<file path="src/rtl/mau_pkg.sv">
// Shared size encodings, FSM states and byte-enable helpers for the memory access unit.
package mau_pkg;

  typedef enum logic [1:0] {
    SZ_BYTE  = 2'd0,
    SZ_HALF  = 2'd1,
    SZ_WORD  = 2'd2,
    SZ_DWORD = 2'd3
  } size_e;

  typedef enum logic [1:0] {
    ST_IDLE = 2'd0,
    ST_BUS  = 2'd1,
    ST_RESP = 2'd2
  } state_e;

  localparam int unsigned MAX_BE_W = 8;

  // 2^size contiguous ones starting at byte lane 'offset' (up to an 8-lane bus)
  function automatic logic [MAX_BE_W-1:0] be_mask(input logic [1:0] size,
                                                  input logic [2:0] offset);
    logic [MAX_BE_W-1:0] m;
    case (size)
      SZ_BYTE: m = 8'h01;
      SZ_HALF: m = 8'h03;
      SZ_WORD: m = 8'h0F;
      default: m = 8'hFF;
    endcase
    return m << offset;
  endfunction

  // Address bits that must be zero for an access of this size to be aligned
  function automatic logic [2:0] lo_mask(input logic [1:0] size);
    logic [2:0] m;
    case (size)
      SZ_BYTE: m = 3'b000;
      SZ_HALF: m = 3'b001;
      SZ_WORD: m = 3'b011;
      default: m = 3'b111;
    endcase
    return m;
  endfunction

endpackage

</file>
<file path="src/rtl/mau_lane_align.sv">
// Combinational lane steering: store replication, byte enables and load extract/extend.
module mau_lane_align
  import mau_pkg::*;
#(
  parameter int unsigned DATA_W = 32
) (
  input  logic [1:0]                    st_size,
  input  logic [$clog2(DATA_W/8)-1:0]   st_off,
  input  logic [DATA_W-1:0]             st_wdata,
  output logic [DATA_W/8-1:0]           st_be_c,
  output logic [DATA_W-1:0]             st_wdata_c,
  input  logic [1:0]                    ld_size,
  input  logic [$clog2(DATA_W/8)-1:0]   ld_off,
  input  logic                          ld_signed,
  input  logic [DATA_W-1:0]             ld_data,
  output logic [DATA_W-1:0]             ld_rdata_c
);

  localparam int unsigned BE_W = DATA_W / 8;

  logic [DATA_W-1:0] shifted;
  logic [DATA_W-1:0] keep;
  logic              sign_bit;

  assign st_be_c = BE_W'(be_mask(st_size, 3'(st_off)));

  // Store data is copied into every lane of its size so any offset sees it
  always_comb begin
    st_wdata_c = st_wdata;
    case (st_size)
      SZ_BYTE: st_wdata_c = {BE_W{st_wdata[7:0]}};
      SZ_HALF: st_wdata_c = {(DATA_W/16){st_wdata[15:0]}};
      SZ_WORD: st_wdata_c = {(DATA_W/32){st_wdata[31:0]}};
      default: st_wdata_c = st_wdata;
    endcase
  end

  assign shifted = ld_data >> {ld_off, 3'b000};

  always_comb begin
    keep     = '1;
    sign_bit = shifted[DATA_W-1];
    case (ld_size)
      SZ_BYTE: begin
        keep     = DATA_W'(8'hFF);
        sign_bit = shifted[7];
      end
      SZ_HALF: begin
        keep     = DATA_W'(16'hFFFF);
        sign_bit = shifted[15];
      end
      SZ_WORD: begin
        keep     = DATA_W'(32'hFFFF_FFFF);
        sign_bit = shifted[31];
      end
      default: begin
        keep     = '1;
        sign_bit = shifted[DATA_W-1];
      end
    endcase
  end

  assign ld_rdata_c = (shifted & keep) | ((ld_signed && sign_bit) ? ~keep : '0);

endmodule

</file>
<file path="src/rtl/mem_access_unit.sv">
// Load/store unit: request handshake, MIO bus cycle with wait timeout, response pulse.
// Optional misalignment trap enabled by defining LSU_MISALIGN_EXC_EN.
module mem_access_unit
  import mau_pkg::*;
#(
  parameter int unsigned DATA_W  = 32,
  parameter int unsigned ADDR_W  = 32,
  parameter int unsigned TIMEOUT = 16
) (
  input  logic                  clk,
  input  logic                  reset,
  input  logic                  req_valid,
  output logic                  req_ready,
  input  logic                  req_we,
  input  logic [1:0]            req_size,
  input  logic                  req_signed,
  input  logic [ADDR_W-1:0]     req_addr,
  input  logic [DATA_W-1:0]     req_wdata,
  output logic                  rsp_valid,
  output logic [DATA_W-1:0]     rsp_rdata,
  output logic                  rsp_err,
  output logic                  rsp_misalign,
  output logic                  mem_req,
  output logic                  mem_we,
  output logic [ADDR_W-1:0]     mem_addr,
  output logic [DATA_W/8-1:0]   mem_be,
  output logic [DATA_W-1:0]     mem_wdata,
  input  logic [DATA_W-1:0]     data2CPU,
  input  logic                  MIO_ready
);

  localparam int unsigned BE_W  = DATA_W / 8;
  localparam int unsigned OFF_W = $clog2(BE_W);
  localparam int unsigned CNT_W = $clog2(TIMEOUT);

  state_e             state, state_d;
  logic [CNT_W-1:0]   cnt, cnt_d;
  logic [1:0]         q_size, q_size_d;
  logic               q_signed, q_signed_d;
  logic [OFF_W-1:0]   q_off, q_off_d;

  logic               req_ready_d;
  logic               rsp_valid_d;
  logic [DATA_W-1:0]  rsp_rdata_d;
  logic               rsp_err_d;
  logic               mem_req_d;
  logic               mem_we_d;
  logic [ADDR_W-1:0]  mem_addr_d;
  logic [BE_W-1:0]    mem_be_d;
  logic [DATA_W-1:0]  mem_wdata_d;
  logic               bus_done;

  logic [OFF_W-1:0]   req_off_c;
  logic [OFF_W-1:0]   lo_c;
  logic [OFF_W-1:0]   req_off_al_c;
  logic               size_bad_c;
  logic [BE_W-1:0]    st_be_c;
  logic [DATA_W-1:0]  st_wdata_c;
  logic [DATA_W-1:0]  ld_rdata_c;

  assign req_off_c    = req_addr[OFF_W-1:0];
  assign lo_c         = OFF_W'(lo_mask(req_size));
  assign req_off_al_c = req_off_c & ~lo_c;
  assign size_bad_c   = (req_size == SZ_DWORD) && (DATA_W < 64);

`ifdef LSU_MISALIGN_EXC_EN
  logic rsp_mis_d;
  logic mis_c;
  assign mis_c = |(req_off_c & lo_c);
`endif

  mau_lane_align #(.DATA_W(DATA_W)) u_lane (
    .st_size    (req_size),
    .st_off     (req_off_al_c),
    .st_wdata   (req_wdata),
    .st_be_c    (st_be_c),
    .st_wdata_c (st_wdata_c),
    .ld_size    (q_size),
    .ld_off     (q_off),
    .ld_signed  (q_signed),
    .ld_data    (data2CPU),
    .ld_rdata_c (ld_rdata_c)
  );

  // Next state, next registered outputs
  always_comb begin
    state_d     = state;
    cnt_d       = cnt;
    q_size_d    = q_size;
    q_signed_d  = q_signed;
    q_off_d     = q_off;
    rsp_valid_d = 1'b0;
    rsp_rdata_d = '0;
    rsp_err_d   = 1'b0;
    mem_req_d   = mem_req;
    mem_we_d    = mem_we;
    mem_addr_d  = mem_addr;
    mem_be_d    = mem_be;
    mem_wdata_d = mem_wdata;
    bus_done    = 1'b0;
`ifdef LSU_MISALIGN_EXC_EN
    rsp_mis_d   = 1'b0;
`endif

    case (state)
      ST_IDLE: begin
        if (req_valid && req_ready) begin
          if (size_bad_c) begin
            state_d     = ST_RESP;
            rsp_valid_d = 1'b1;
            rsp_err_d   = 1'b1;
          end
`ifdef LSU_MISALIGN_EXC_EN
          else if (mis_c) begin
            state_d     = ST_RESP;
            rsp_valid_d = 1'b1;
            rsp_mis_d   = 1'b1;
          end
`endif
          else begin
            state_d     = ST_BUS;
            cnt_d       = '0;
            q_size_d    = req_size;
            q_signed_d  = req_signed;
            q_off_d     = req_off_al_c;
            mem_req_d   = 1'b1;
            mem_we_d    = req_we;
            mem_addr_d  = {req_addr[ADDR_W-1:OFF_W], {OFF_W{1'b0}}};
            mem_be_d    = st_be_c;
            mem_wdata_d = st_wdata_c;
          end
        end
      end
      ST_BUS: begin
        // Completion takes priority over a timeout in the same cycle
        if (MIO_ready) begin
          state_d     = ST_RESP;
          rsp_valid_d = 1'b1;
          rsp_rdata_d = mem_we ? '0 : ld_rdata_c;
          bus_done    = 1'b1;
        end else if (cnt == CNT_W'(TIMEOUT - 1)) begin
          state_d     = ST_RESP;
          rsp_valid_d = 1'b1;
          rsp_err_d   = 1'b1;
          bus_done    = 1'b1;
        end else begin
          cnt_d = cnt + CNT_W'(1);
        end
      end
      ST_RESP: begin
        state_d = ST_IDLE;
      end
      default: begin
        state_d = ST_IDLE;
      end
    endcase

    if (bus_done) begin
      mem_req_d   = 1'b0;
      mem_we_d    = 1'b0;
      mem_addr_d  = '0;
      mem_be_d    = '0;
      mem_wdata_d = '0;
    end

    req_ready_d = (state_d == ST_IDLE);
  end

  // State, request and output registers
  always_ff @(posedge clk) begin
    if (reset) begin
      state     <= ST_IDLE;
      cnt       <= '0;
      q_size    <= 2'b00;
      q_signed  <= 1'b0;
      q_off     <= '0;
      req_ready <= 1'b1;
      rsp_valid <= 1'b0;
      rsp_rdata <= '0;
      rsp_err   <= 1'b0;
      mem_req   <= 1'b0;
      mem_we    <= 1'b0;
      mem_addr  <= '0;
      mem_be    <= '0;
      mem_wdata <= '0;
    end else begin
      state     <= state_d;
      cnt       <= cnt_d;
      q_size    <= q_size_d;
      q_signed  <= q_signed_d;
      q_off     <= q_off_d;
      req_ready <= req_ready_d;
      rsp_valid <= rsp_valid_d;
      rsp_rdata <= rsp_rdata_d;
      rsp_err   <= rsp_err_d;
      mem_req   <= mem_req_d;
      mem_we    <= mem_we_d;
      mem_addr  <= mem_addr_d;
      mem_be    <= mem_be_d;
      mem_wdata <= mem_wdata_d;
    end
  end

`ifdef LSU_MISALIGN_EXC_EN
  always_ff @(posedge clk) begin
    if (reset) begin
      rsp_misalign <= 1'b0;
    end else begin
      rsp_misalign <= rsp_mis_d;
    end
  end
`else
  assign rsp_misalign = 1'b0;
`endif

endmodule

</file>
<file path="config.mk">
export PLATFORM = sky130hd
export DESIGN_NAME = mem_access_unit
export DESIGN_NICKNAME = d
export VERILOG_FILES = /design/src/rtl/mau_pkg.sv /design/src/rtl/mau_lane_align.sv /design/src/rtl/mem_access_unit.sv
export SDC_FILE = /design/constraint.sdc
export NUM_CORES = 1
export LEC_CHECK = 0
export CORE_MARGIN = 1
export CORE_UTILIZATION = 45
export DETAILED_ROUTE_END_ITERATION = 16
export PLACE_DENSITY = 0.93
export SLEW_MARGIN = 20
export SYNTH_ARGS = -nofsm -noshare
export SYNTH_HDL_FRONTEND = slang
export SYNTH_SLANG_ARGS = --single-unit
</file>
<file path="constraint.sdc">
create_clock -name clk -period 5.4 [get_ports clk]
set_input_delay 1.08 -clock clk [delete_from_list [all_inputs] [get_ports clk]]
set_output_delay 1.08 -clock clk [all_outputs]
set_load 0.01 [all_outputs]
</file>
==> impl_metrics.toml, run 1 <==
[timing]
fin_setup_tns_ns = 0
fin_skew_ns = 0.0102
period_needed_ns = 3.11
clock.fmax_ghz = 0.322
rsz0062_at_grt = "false"
setup_viol = 0
final_max_slew_viol_count = 0
slew_headroom = 0.370
tightest_slew_ns = 0.941
whs_ns = 0.452
hold_viol_final = 0
period_share = 0.576

[placed_design]
hpwl_mm = 10.4
dp.cells = 856
gp_congestion = 0.876
dpl_cell_area_um2 = 6830
portBuffers = 206

[cells_and_area]
nNetsFinal = 844
drive_gt1_frac = 0.0612
finalNonFillerCells = 888
num_antenna_cells = 0
final_common_cell = "clkdlybuf4s50_1"
area_delta_synth_final_pct = 55.7
layout_common_cells = "206 x clkdlybuf4s50_1, 114 x dfxtp_1, 110 x nand2_1"
design_area_um2 = 7400

[clock_tree]
cts_root_buffer = "clkbuf_8"
cts.clk_slew.worst_paths_ns = 0.06
clk_path_buf_depth = 2
cts-buffers-inserted = 17
clk-insertion-delay-late_ns = 0.51
cts.repair.resized = 0
cts_hold_buf = 0
post_cts_buffers = 0
htreeDepth = 4
cts_tree = "yes"
clock-sinks = 114

[drt]
ant_nets = 0
first_pass_iters = 5
routedWlPerCell_um = 16.5
vias = 4806
routed_wl_mm = 14.6
drc_errors = 0
drtIter0Drc = 259
vias_per_cell = 5.41

[pwr]
power_density_nw_per_um2 = 324
p_clk_frac = 0.434
peakVddDrop_mv = 0.193
internal-power_uw = 1770
pwr-share-comb = 0.178
switchingPower_uw = 633
sw_frac_of_total = 0.264
p_seq_frac = 0.389
power.leakage_uw = 0.00269

[critical_path]
cp_top_family = "buffers and inverters"
path_max_fanout = 33
end_kind = "flop"
crit_required_ns = 5.82
cp_cell_sequence = "clkdlybuf4s50_1 -> nand2_1 -> nand2_1 -> buf_4 -> nand2_1 -> a21oi_1"
cp_common_cell = "nand2_1"
crit_buf_inv = 2
critPathMaxStageDelay_ns = 1.09
r2r_cells = 4
critPathLaunch = "req_size[0]"
crit_slowest_cell = "clkdlybuf4s50_1"
crit_type = "in2reg"
cp-start-kind = "primary input"
regToRegStartpoint = "q_off[0]$_SDFFE_PP0P_"
worstSetupEndpoint = "mem_addr[3]$_SDFFE_PP0P_"
cp.arrival_ns = 3.53
path_depth = 6
rrSetupSlack_ns = 3.11
r2r_end = "rsp_rdata[23]$_SDFF_PP0_"

[logic_synthesis]
syn_area_um2 = 4750
synth_warnings = 0
yosysSeqAreaShare = 0.480
synth-edff-count = 0
netlist_instances = 555
synth_cell_type_count = 44
synth.ff_latch_count = 114
synth_async_sr_flop_share = 0
ys.flop_type = "dfxtp_1"
avgSynthCellArea_um2 = 8.56

[floorplanning]
start_util = 0.462
die_w_um = 105
dieArea_um2 = 11000
ios = 210
die_h_um = 105
coreArea_um2 = 10300
rows = 37

[global_route]
first_global_vias = 4628
antenna_found_initial = 0
grt_overflow = 0
grt_pass1_wl_mm = 22.7
grt_max_degree = 71
grtUsageTotal = 0.264

[min_path]
hold_path.class = "reg2reg"

[job]
drv_cap = 0

[outcome]
status = "complete, no violations"
==> metal layers <==
metal | vias to the layer above | GRT usage | wire length (um)
li1 | 2293 | - | -
met1 | 2255 | 0.284 | 5650
met4 | 0 | 0.136 | 366
met2 | 232 | 0.472 | 7450
met5 | - | 0 | 0
met3 | 26 | 0.0717 | 1140
==> registers in the layout (all words and copies together) (netlist names) <==
signal / cells
mem_addr: 30
req_ready: 1
cnt: 4
mem_we: 1
state: 2
rsp_rdata: 32
rsp_valid: 1
rsp_err: 1
q_signed: 1
mem_be: 4
mem_wdata: 32
q_off: 2
q_size: 2
mem_req: 1
==> cell type report <==
cell class / count / area, um^2
clock buffers: 21 / 459
inverters: 5 / 18.8
flip-flops and latches: 114 / 2280
well taps: 136 / 170
fillers: 724 / 2880
multi-input cells: 390 / 2250
clock inverters: 11 / 105
repair buffers: 211 / 2110
==> logic make-up (layout without fill, tap and decap cells) <==
family / count (synthesis) / after routing / synth area share
other: 1 / 3 / 0.000789
and+or+nand+nor: 204 / 204 / 0.194
muxes: 41 / 41 / 0.0893
DFF: 114 / 114 / 0.480
adders and majority gates: 1 / 1 / 0.00263
buffers and inverters: 53 / 248 / 0.0506
AOI/OAI and AO/OA: 141 / 141 / 0.182
==> worst min-delay path by stage <==
stage	startpoint	endpoint	slack, ns	depth (start not counted)
after CTS	mem_wdata[5]$_SDFFE_PP0P_	mem_wdata[5]$_SDFFE_PP0P_	0.45	2
final	mem_wdata[0]$_SDFFE_PP0P_	mem_wdata[0]$_SDFFE_PP0P_	0.45	2
after detailed placement	mem_wdata[5]$_SDFFE_PP0P_	mem_wdata[5]$_SDFFE_PP0P_	0.45	2
after global placement	mem_addr[15]$_SDFFE_PP0P_	mem_addr[15]$_SDFFE_PP0P_	0.44	2
after global routing	mem_wdata[0]$_SDFFE_PP0P_	mem_wdata[0]$_SDFFE_PP0P_	0.47	2
after floorplan	q_signed$_SDFFE_PP0P_	q_signed$_SDFFE_PP0P_	0.44	2
==> worst min-delay path, stage by stage, from the launching register on <==
cell	delay [ns]
dfxtp_1	0.31
nand2_1	0.05
a21oi_1	0.05
==> power by group through the flow <==
stage | sequential (uW) | clock, uW | combinational (uW)
global route | 937 | 1090 | 459
CTS | 931 | 1050 | 427
floorplan | 963 | 0 | 178
global placement | 946 | 0 | 411
detailed placement | 948 | 0 | 424
finish | 932 | 1040 | 426
==> through the flow <==
stage | util | power (uW) | worst slack (ns)
5_1_grt | 0.720 | 2490 | 2.08
3_5_place_dp | 0.665 | 1370 | 1.82
2_1_floorplan | - | 1140 | 3.05
6_report | 0.720 | 2400 | 2.29
4_1_cts | 0.720 | 2410 | 2.35
3_3_place_gp | 0.665 | 1360 | 1.93
==> synth_stat cells (2+ instances only) <==
cell / instances / share of area
nor2_1: 42 / 0.033
and4bb_2: 2 / 0.0053
nand3_1: 10 / 0.011
nand3b_1: 10 / 0.016
nand2_1: 110 / 0.087
a21oi_1: 56 / 0.059
nor2b_1: 9 / 0.012
buf_2: 12 / 0.013
buf_1: 4 / 0.0032
a211oi_1: 24 / 0.038
mux2i_1: 39 / 0.082
buf_4: 3 / 0.0047
nand4bb_1: 2 / 0.0047
nor3b_1: 2 / 0.0032
inv_1: 5 / 0.0039
buf_6: 2 / 0.0047
o21ai_0: 33 / 0.035
a22oi_1: 2 / 0.0032
o211ai_1: 9 / 0.014
dfxtp_1: 114 / 0.48
o21a_1: 2 / 0.0032
a311oi_1: 8 / 0.015
nor3_1: 8 / 0.0084
clkbuf_1: 27 / 0.021
Note: power is estimated with default switching activity, not from simulation.
==> inputs of run 2 (changes only) <==
- CORE_UTILIZATION: 45 -> 42
- PLACE_DENSITY: 0.93 -> 0.88
- clock period: 5.4 -> 2.9 ns (I/O delays scaled with it)
==> run 2 against run 1 <==
Sequential share of layout area shrank 0.67 points. Wire length grew 2.1%. Global-route usage shrank 1.6 points. Hold slack is essentially flat. Register-to-register slack lost 2.3 ns. First-iteration DRC count grew 1.2%. Non-clock buffer count grew 10. Die area grew 7.0%. Via count shrank 0.29%. Design area grew 2.2%. Flip-flop and latch count is the same. Setup slack lost 1.6 ns. Largest cell class unchanged. Highest routed layer unchanged.
==> impl_metrics.toml, run 2 (synthesis gave the netlist of run 1 again) <==
[outcome]
status = "complete, no violations"

[floorplanning]
dieArea_um2 = 11700
coreArea_um2 = 10900
die_h_um = 108
start_util = 0.435
rows = 38
ios = 210
die_w_um = 108

[clock_tree]
cts_hold_buf = 0
htreeDepth = 4
cts-buffers-inserted = 17
cts_tree = "yes"
clock-sinks = 114
clk-insertion-delay-late_ns = 0.40
post_cts_buffers = 0
cts_root_buffer = "clkbuf_16"
cts.clk_slew.worst_paths_ns = 0.06
clk_path_buf_depth = 2
cts.repair.resized = 0

[drt]
drc_errors = 0
routed_wl_mm = 14.9
ant_nets = 0
drtIter0Drc = 262
routedWlPerCell_um = 16.5
first_pass_iters = 4
vias = 4792
vias_per_cell = 5.31

[global_route]
grtUsageTotal = 0.248
first_global_vias = 4594
grt_overflow = 0
antenna_found_initial = 0
grt_max_degree = 46
grt_pass1_wl_mm = 22.5

[cells_and_area]
nNetsFinal = 854
largestRegisters = "mem_wdata (32), rsp_rdata (32), mem_addr (30)"
design_area_um2 = 7560
final_common_cell = "clkdlybuf4s50_1"
drive_gt1_frac = 0.0735
area_delta_synth_final_pct = 59.2
fill_cells = 848
num_antenna_cells = 0
layout_common_cells = "206 x clkdlybuf4s50_1, 114 x dfxtp_1, 110 x nand2_1"

[timing]
clock.fmax_ghz = 0.460
period_needed_ns = 2.17
whs_ns = 0.452
fin_setup_tns_ns = 0
final_max_slew_viol_count = 0
hold_viol_final = 0
rsz0062_at_grt = "false"
fin_skew_ns = 0.00779
period_share = 0.749
slew_headroom = 0.567
setup_viol = 0
tightest_slew_ns = 0.650

[pwr]
peakVddDrop_mv = 0.333
power.leakage_uw = 0.00278
power_density_nw_per_um2 = 639

[placed_design]
portBuffers = 206
gp_congestion = 0.854
dpl_cell_area_um2 = 6910
hpwl_mm = 10.6

[critical_path]
cp-start-kind = "primary input"
crit_type = "in2reg"
cp.arrival_ns = 2.40
crit_required_ns = 3.13
end_kind = "flop"
critPathMaxStageDelay_ns = 0.52
path_max_fanout = 16
cp_cell_sequence = "clkdlybuf4s50_1 -> mux2_2 -> and4bb_2 -> o21ai_2 -> o211ai_1"
crit_slowest_cell = "o21ai_2"

[job]
drv_cap = 0

[min_path]
hold_path.class = "reg2reg"
==> run 2: cell types whose count changed in the layout (fill, tap and decap cells not counted), sizes merged <==
cell	delta
bufinv	+4
clkbuf	-2
buf	+10
inv	-1
clkinvlp	-1
==> run 2: final timing paths <==
| kind | from | to | slack (ns) | depth (start not counted) |
|---|---|---|---|---|
| worst max-delay path | data2CPU[31] | rsp_rdata[17]$_SDFF_PP0_ | 0.73 | 5 |
| worst min-delay path | mem_addr[29]$_SDFFE_PP0P_ | mem_addr[29]$_SDFFE_PP0P_ | 0.45 | 2 |
| worst max register to register | q_off[1]$_SDFFE_PP0P_ | rsp_rdata[17]$_SDFF_PP0_ | 0.80 | 4 |
| worst min register to register | mem_addr[29]$_SDFFE_PP0P_ | mem_addr[29]$_SDFFE_PP0P_ | 0.45 | 2 |
==> run 2: critical path, delay by kind of cell <==
| family | cells | cell delay (ns) |
|---|---|---|
| simple gates | 1 | 0.26 |
| compound gates | 2 | 0.72 |
| buf+inv | 1 | 0.51 |
| mux | 1 | 0.32 |
==> run 2: power by group <==
part | internal [uW] | switching, uW | leakage, uW | total (uW)
clock network | 1550 | 750 | 0.000309 | 2300
registers | 1670 | 64.2 | 0.000929 | 1730
logic | 422 | 382 | 0.00154 | 803
total | 3640 | 1200 | 0.00278 | 4840
==> run 2: metrics by stage <==
step           cells  setup WS, ns   util  power [uW]
2_1_floorplan    557          1.05      -        2130
3_3_place_gp     870         0.496  0.632        2540
3_5_place_dp     870         0.378  0.632        2560
4_1_cts          902         0.786  0.692        4870
5_1_grt          902         0.619  0.692        5010
6_report         902         0.727  0.692        4840
==> run 2: cell type report <==
| cell class | instances | area [um^2] | area share |
|---|---|---|---|
| inverter | 5 | 18.8 | 0.00248 |
| clock buffer | 19 | 443 | 0.0586 |
| clock inverter | 13 | 209 | 0.0276 |
| multi-input combinational | 390 | 2250 | 0.297 |
| tap | 140 | 175 | 0.0232 |
| sequential | 114 | 2280 | 0.302 |
| timing repair buffer | 221 | 2190 | 0.289 |
==> run 2: metal layers <==
metal	vias up	track usage	share of wire
li1	2314	-	-
met1	2238	0.263	0.38
met2	213	0.447	0.50
met3	27	0.0814	0.098
met4	0	0.107	0.024
met5	-	0	0
